### src/rtl/serial_io_pkg.sv
// Shared widths, default FIFO geometry and the idle byte presented on empty heads.
package serial_io_pkg;

    localparam int SERIAL_W       = 8;
    localparam int DEFAULT_DEPTH  = 8;
    localparam int DEFAULT_ADDR_W = 3;

    localparam logic [SERIAL_W-1:0] SERIAL_IDLE_BYTE = 8'h00;

    // Occupancy encoding of a completely full FIFO, sized to the count port.
    function automatic logic [DEFAULT_ADDR_W:0] full_count_default();
        return (DEFAULT_ADDR_W + 1)'(DEFAULT_DEPTH);
    endfunction

endpackage

### src/rtl/byte_fifo.sv
// First-word-fall-through byte FIFO. The head byte is visible combinationally
// whenever the FIFO holds data; empty/full come from the registered count only.
module byte_fifo
    import serial_io_pkg::*;
#(
    parameter int DEPTH  = DEFAULT_DEPTH,
    parameter int ADDR_W = DEFAULT_ADDR_W
) (
    input  logic                clock,
    input  logic                reset,
    input  logic                push,
    input  logic                pop,
    input  logic [SERIAL_W-1:0] din,
    output logic [SERIAL_W-1:0] dout,
    output logic                empty,
    output logic                full,
    output logic [ADDR_W:0]     count
);

    localparam logic [ADDR_W:0] FULL_COUNT = (ADDR_W + 1)'(DEPTH);

    logic [SERIAL_W-1:0] mem [DEPTH];
    logic [ADDR_W-1:0]   wr_ptr;
    logic [ADDR_W-1:0]   rd_ptr;
    logic                do_push;
    logic                do_pop;

    assign empty = (count == '0);
    assign full  = (count == FULL_COUNT);

    // Illegal operations are dropped here so the count never leaves 0..DEPTH.
    assign do_push = push && !full;
    assign do_pop  = pop && !empty;

    assign dout = empty ? SERIAL_IDLE_BYTE : mem[rd_ptr];

    // Pointer and occupancy tracking; reset discards everything buffered.
    always_ff @(posedge clock) begin
        if (!reset) begin
            wr_ptr <= '0;
            rd_ptr <= '0;
            count  <= '0;
        end else begin
            if (do_push) begin
                wr_ptr <= wr_ptr + 1'b1;
            end
            if (do_pop) begin
                rd_ptr <= rd_ptr + 1'b1;
            end
            case ({do_push, do_pop})
                2'b10:   count <= count + 1'b1;
                2'b01:   count <= count - 1'b1;
                default: count <= count;
            endcase
        end
    end

    // Byte storage; contents are don't-care until written, so no reset.
    always_ff @(posedge clock) begin
        if (do_push) begin
            mem[wr_ptr] <= din;
        end
    end

endmodule

### src/rtl/serial_io_bridge.sv
// Byte-stream bridge between the host link and the processor serial port.
// RX: host -> FIFO -> processor. TX: processor -> FIFO -> host.
// Every valid/ready seen by either side is derived from a FIFO's registered
// count, so no host input reaches a cpu output combinationally or vice versa.
module serial_io_bridge
    import serial_io_pkg::*;
#(
    parameter int DEPTH  = DEFAULT_DEPTH,
    parameter int ADDR_W = DEFAULT_ADDR_W
) (
    input  logic                clock,
    input  logic                reset,
    output logic [SERIAL_W-1:0] cpu_serial_in,
    output logic                cpu_valid,
    output logic                cpu_ready,
    input  logic [SERIAL_W-1:0] cpu_serial_out,
    input  logic                cpu_rden,
    input  logic                cpu_wren,
    input  logic [SERIAL_W-1:0] host_rx_data,
    input  logic                host_rx_valid,
    output logic                host_rx_ready,
    output logic [SERIAL_W-1:0] host_tx_data,
    output logic                host_tx_valid,
    input  logic                host_tx_ready,
    input  logic                status_clr,
    output logic [ADDR_W:0]     rx_count,
    output logic [ADDR_W:0]     tx_count,
    output logic                rx_underflow,
    output logic                tx_overflow
);

    logic rx_empty;
    logic rx_full;
    logic tx_empty;
    logic tx_full;
    logic rx_push;
    logic rx_pop;
    logic tx_push;
    logic tx_pop;

    assign cpu_valid     = !rx_empty;
    assign host_rx_ready = !rx_full;
    assign cpu_ready     = !tx_full;
    assign host_tx_valid = !tx_empty;

    assign rx_push = host_rx_valid && host_rx_ready;
    assign rx_pop  = cpu_rden && cpu_valid;
    assign tx_push = cpu_wren && cpu_ready;
    assign tx_pop  = host_tx_ready && host_tx_valid;

    byte_fifo #(
        .DEPTH  (DEPTH),
        .ADDR_W (ADDR_W)
    ) u_rx_fifo (
        .clock (clock),
        .reset (reset),
        .push  (rx_push),
        .pop   (rx_pop),
        .din   (host_rx_data),
        .dout  (cpu_serial_in),
        .empty (rx_empty),
        .full  (rx_full),
        .count (rx_count)
    );

    // A write while full is dropped rather than stalling the core.
    byte_fifo #(
        .DEPTH  (DEPTH),
        .ADDR_W (ADDR_W)
    ) u_tx_fifo (
        .clock (clock),
        .reset (reset),
        .push  (tx_push),
        .pop   (tx_pop),
        .din   (cpu_serial_out),
        .dout  (host_tx_data),
        .empty (tx_empty),
        .full  (tx_full),
        .count (tx_count)
    );

    // Sticky error flags; a new error in the same cycle wins over status_clr.
    always_ff @(posedge clock) begin
        if (!reset) begin
            rx_underflow <= 1'b0;
            tx_overflow  <= 1'b0;
        end else begin
            rx_underflow <= (cpu_rden && !cpu_valid) || (rx_underflow && !status_clr);
            tx_overflow  <= (cpu_wren && !cpu_ready) || (tx_overflow && !status_clr);
        end
    end

endmodule

### config.mk
export PLATFORM = sky130hd
export DESIGN_NAME = serial_io_bridge
export DESIGN_NICKNAME = d
export VERILOG_FILES = /design/src/rtl/serial_io_pkg.sv /design/src/rtl/byte_fifo.sv /design/src/rtl/serial_io_bridge.sv
export SDC_FILE = /design/constraint.sdc
export NUM_CORES = 1
export LEC_CHECK = 0
export BUFFER_PORTS_ARGS = -buffer_cell sky130_fd_sc_hd__buf_2
export CORE_ASPECT_RATIO = 1.1
export CORE_MARGIN = 3
export CORE_UTILIZATION = 50
export DETAILED_ROUTE_END_ITERATION = 8
export PLACE_DENSITY = 0.69
export SETUP_SLACK_MARGIN = 0.02
export SYNTH_ARGS = -nofsm -noshare
export SYNTH_HDL_FRONTEND = slang
export SYNTH_SLANG_ARGS = --single-unit
### constraint.sdc
create_clock -name clock -period 7.1 [get_ports clock]
set_input_delay 0.71 -clock clock [delete_from_list [all_inputs] [get_ports clock]]
set_output_delay 0.71 -clock clock [all_outputs]
set_load 0.01 [all_outputs]
==> metrics.csv <==
stage,metric,value,unit
critical_path,reg2regPathDepth,11,
floorplan,design.die.area,0.01399,sq mm
timing,hold_viol_final,0,
critical_path,critPathBufInv,1,
critical_path,critical_path_arrival,2470,ps
worst_hold_path,hold_end,u_rx_fifo.wr_ptr[0],
clock_network,clock_sinks,156,
floorplan,rows,42,
logic_synthesis,synthTopCellsByArea,"edfxtp_1 61%, mux4_2 11%, dfxtp_1 8.9%",
placement,dpl_cell_area,0.006701,sq mm
logic_synthesis,synth.yosys.seq_area_share,69.88,%
layout,n_fill_cell,933,
clock_network,post_cts_buffers,0,
timing,rsz0062_at_grt,no,
timing,setup_viol,0,
timing,slew_violations,0,
placement,gp_congestion,0.7168,
grt,antenna_found_initial,0,
logic_synthesis,syn_inst,364,
logic_synthesis,synth_nets,397,
critical_path,path_max_fanout,16,
layout,area_growth,15.41,%
floorplan,dieHeight,123.8,um
timing,final.setup.tns,0,ps
power,p_leak,2.481,nW
critical_path,slowest_delay,1030,ps
critical_path,regToRegEndpoint,u_rx_fifo.count[2],
grt,gr-usage-met1,19.86,%
layout,diodes,0,
floorplan,ios,53,
critical_path,crit_chain,mux4_2 -> mux2i_1 -> nor2_1 -> buf_2,
critical_path,required,6390,ps
logic_synthesis,synth_top_cell_area_share,60.99,%
timing,tightest_slew,1084,ps
timing,worst_slack,3922,ps
layout,final_cell_area,0.007273,sq mm
grt,grt_max_degree,27,
logic_synthesis,yosys_warnings,0,
placement,port_buffers,52,
clock_network,clockBufferDepth,2,
logic_synthesis,synthTopCellsByCount,"128 x edfxtp_1, 32 x mux4_2, 29 x nor2_1",
logic_synthesis,yosysUniqueCellTypes,37,
run,cap_viol_max_count,0,
outcome,status,completed,
critical_path,crit_family,flip-flops,
routing,ant_nets,0,
critical_path,crit_type,reg2out,
grt,met3_usage,4.616,%
routing,wl_per_cell,18.20,um
worst_hold_path,whs_path_depth,2,
layout,final_core_util,59.66,%
worst_hold_path,holdCritStartpoint,u_rx_fifo.wr_ptr[0],
critical_path,end_kind,primary output,
grt,overflow,0,
routing,drt-total-wl,10740,um
power,peakVddDrop,0.1710,mV
grt,grt_pass1_wl,17680,um
placement,place_ws,4130,ps
timing,skew,7.835,ps
timing,fin_crit_sh,44.76,%
logic_synthesis,synth_most_common_cell,edfxtp_1,
grt,busiest_layer,met2,
logic_synthesis,synth_edf_count,128,
layout,final_nets,456,
logic_synthesis,async_flop_share,0,%
clock_network,clk_latency,420,ps
clock_network,cts_tree,done,
timing,max_slew_margin,27.61,%
routing,detail_route.vias_per_cell,5.371,
clock_network,clkSlewWorstSetupHoldPaths,60,ps
clock_network,cts-htree-levels,4,
layout,drive_gt1_share,28.90,%
floorplan,coreArea,0.01219,sq mm
logic_synthesis,ys.flop_type,edfxtp_1,
routing,drc,0,
timing,fmax,314.7,MHz
critical_path,crit_slowest_cell,dfxtp_1,
grt,grt_use_total,17.19,%
critical_path,rr_startpoint,u_rx_fifo.count[1],
timing,period_needed,3178,ps
clock_network,postCtsResizedCells,0,
grt,grt_pass1_vias,3379,
routing,vias,3169,
floorplan,start_util,51.69,%
timing,worst_hold_slack,494.8,ps
critical_path,regToRegSetupSlack,4260,ps
routing,drtPass1Iterations,4,
critical_path,start_kind,flop,
logic_synthesis,synth_area,0.006302,sq mm
clock_network,cts_made_buffers,17,
logic_synthesis,synth_area_leader_cell,edfxtp_1,
power,pwr_density_cell,362.1,mW/mm^2
logic_synthesis,avgSynthCellArea,17.31,sq um
worst_hold_path,min_path_type,reg2reg,
floorplan,die_w,113.0,um
routing,drt_iter0_drc,200,
clock_network,clockRootBuffer,clkbuf_16,
logic_synthesis,ys_ff_latch,156,
grt,use_met2,30.67,%
clock_network,ctsHoldBuffers,0,
placement,dpl.hpwl,6842,um
-- worst max path at each step --
stage | slack, ps | from | endpoint | cells past startpoint
2_1_floorplan | 4610 | u_rx_fifo.count[1] | u_rx_fifo.count[2] | 12
3_3_place_gp | 4210 | u_rx_fifo.count[1] | u_rx_fifo.count[2] | 11
3_5_place_dp | 4130 | u_rx_fifo.count[1] | u_rx_fifo.count[2] | 11
4_1_cts | 3810 | flop | cpu_serial_in[7] | 4
5_1_grt | 3650 | flop | cpu_serial_in[7] | 4
6_report | 3920 | flop | cpu_serial_in[7] | 4
-- metrics by stage --
step                power (mW)  cells
floorplan                1.607    364
global placement         1.791    558
detailed placement       1.812    558
CTS                      2.676    590
global route             2.789    590
finish                   2.634    590
-- flip-flops by register name (all words and copies together), names as in the netlist, named ones only --
name,flops
u_rx_fifo.mem,64
u_tx_fifo.mem,64
tx_overflow,1
u_tx_fifo.wr_ptr,3
u_rx_fifo.rd_ptr,3
u_rx_fifo.count,4
u_rx_fifo.wr_ptr,3
rx_underflow,1
u_tx_fifo.rd_ptr,3
u_tx_fifo.count,4
-- per-layer routing --
layer / routed length [um] / vias to the layer above
li1: - / 1523
met1: 4308 / 1557
met5: 0 / -
met2: 5775 / 72
met4: 167 / 0
met3: 486 / 17
-- cell usage in the layout (no fill, tap or decap), types with 3 or more instances in the layout --
cell type   Yosys  final
clkinvlp_4      0      4
ha_1           10     10
nor2b_1         4      4
a21oi_1         4      4
nand2b_1        7      7
nand2_1        15     15
inv_1           4      4
edfxtp_1      128    128
and2_1         11     11
nor3_1          4      4
buf_4           2      4
a21boi_0        4      4
nor2_1         29     29
xor2_1          4      4
mux4_2         32     32
dfxtp_1        28     28
buf_2           6     52
o21ai_0         4      4
clkbuf_1        2      3
a21boi_1        4      4
nand3_1         6      6
xnor2_1         8      8
mux2i_1        21     21
clkbuf_16       0     17
-- layout make-up --
cell class,count,area (sq um),area share (%)
Sequential cell,156,4404,60.55
Multi-Input combinational cell,186,1792,24.63
Clock buffer,21,450.4,6.193
Timing Repair Buffer,56,290.3,3.991
Tap cell,154,192.7,2.649
Clock inverter,11,121.4,1.669
Inverter,6,22.52,0.3097
-- worst reg2reg max path, cell delays in order, from the launching register on --
cell      delay, ps
dfxtp_1         400
nor4_4          740
inv_2           120
nand2_2         130
inv_1            80
ha_1            250
xor2_1          160
ha_1            180
a21oi_1         150
xor2_1           90
or3_1           300
a21boi_0        170
-- power breakdown --
part           switching (mW)  internal, mW  leakage, nW
logic                   0.298         0.310        0.823
registers               0.109          1.06         1.39
clock network           0.335         0.525        0.267
-- logic make-up after synthesis --
kind of cell | after synthesis | share of synthesized area (%)
AO/OA/AOI/OAI | 19 | 1.946
XOR/XNOR | 12 | 1.668
adder cells (fa/ha/maj) | 10 | 1.985
buffers and inverters | 22 | 1.687
flip-flops | 156 | 69.88
multiplexers | 53 | 14.77
AND/OR/NAND/NOR | 92 | 8.060
(Power assumes the default switching activity.)
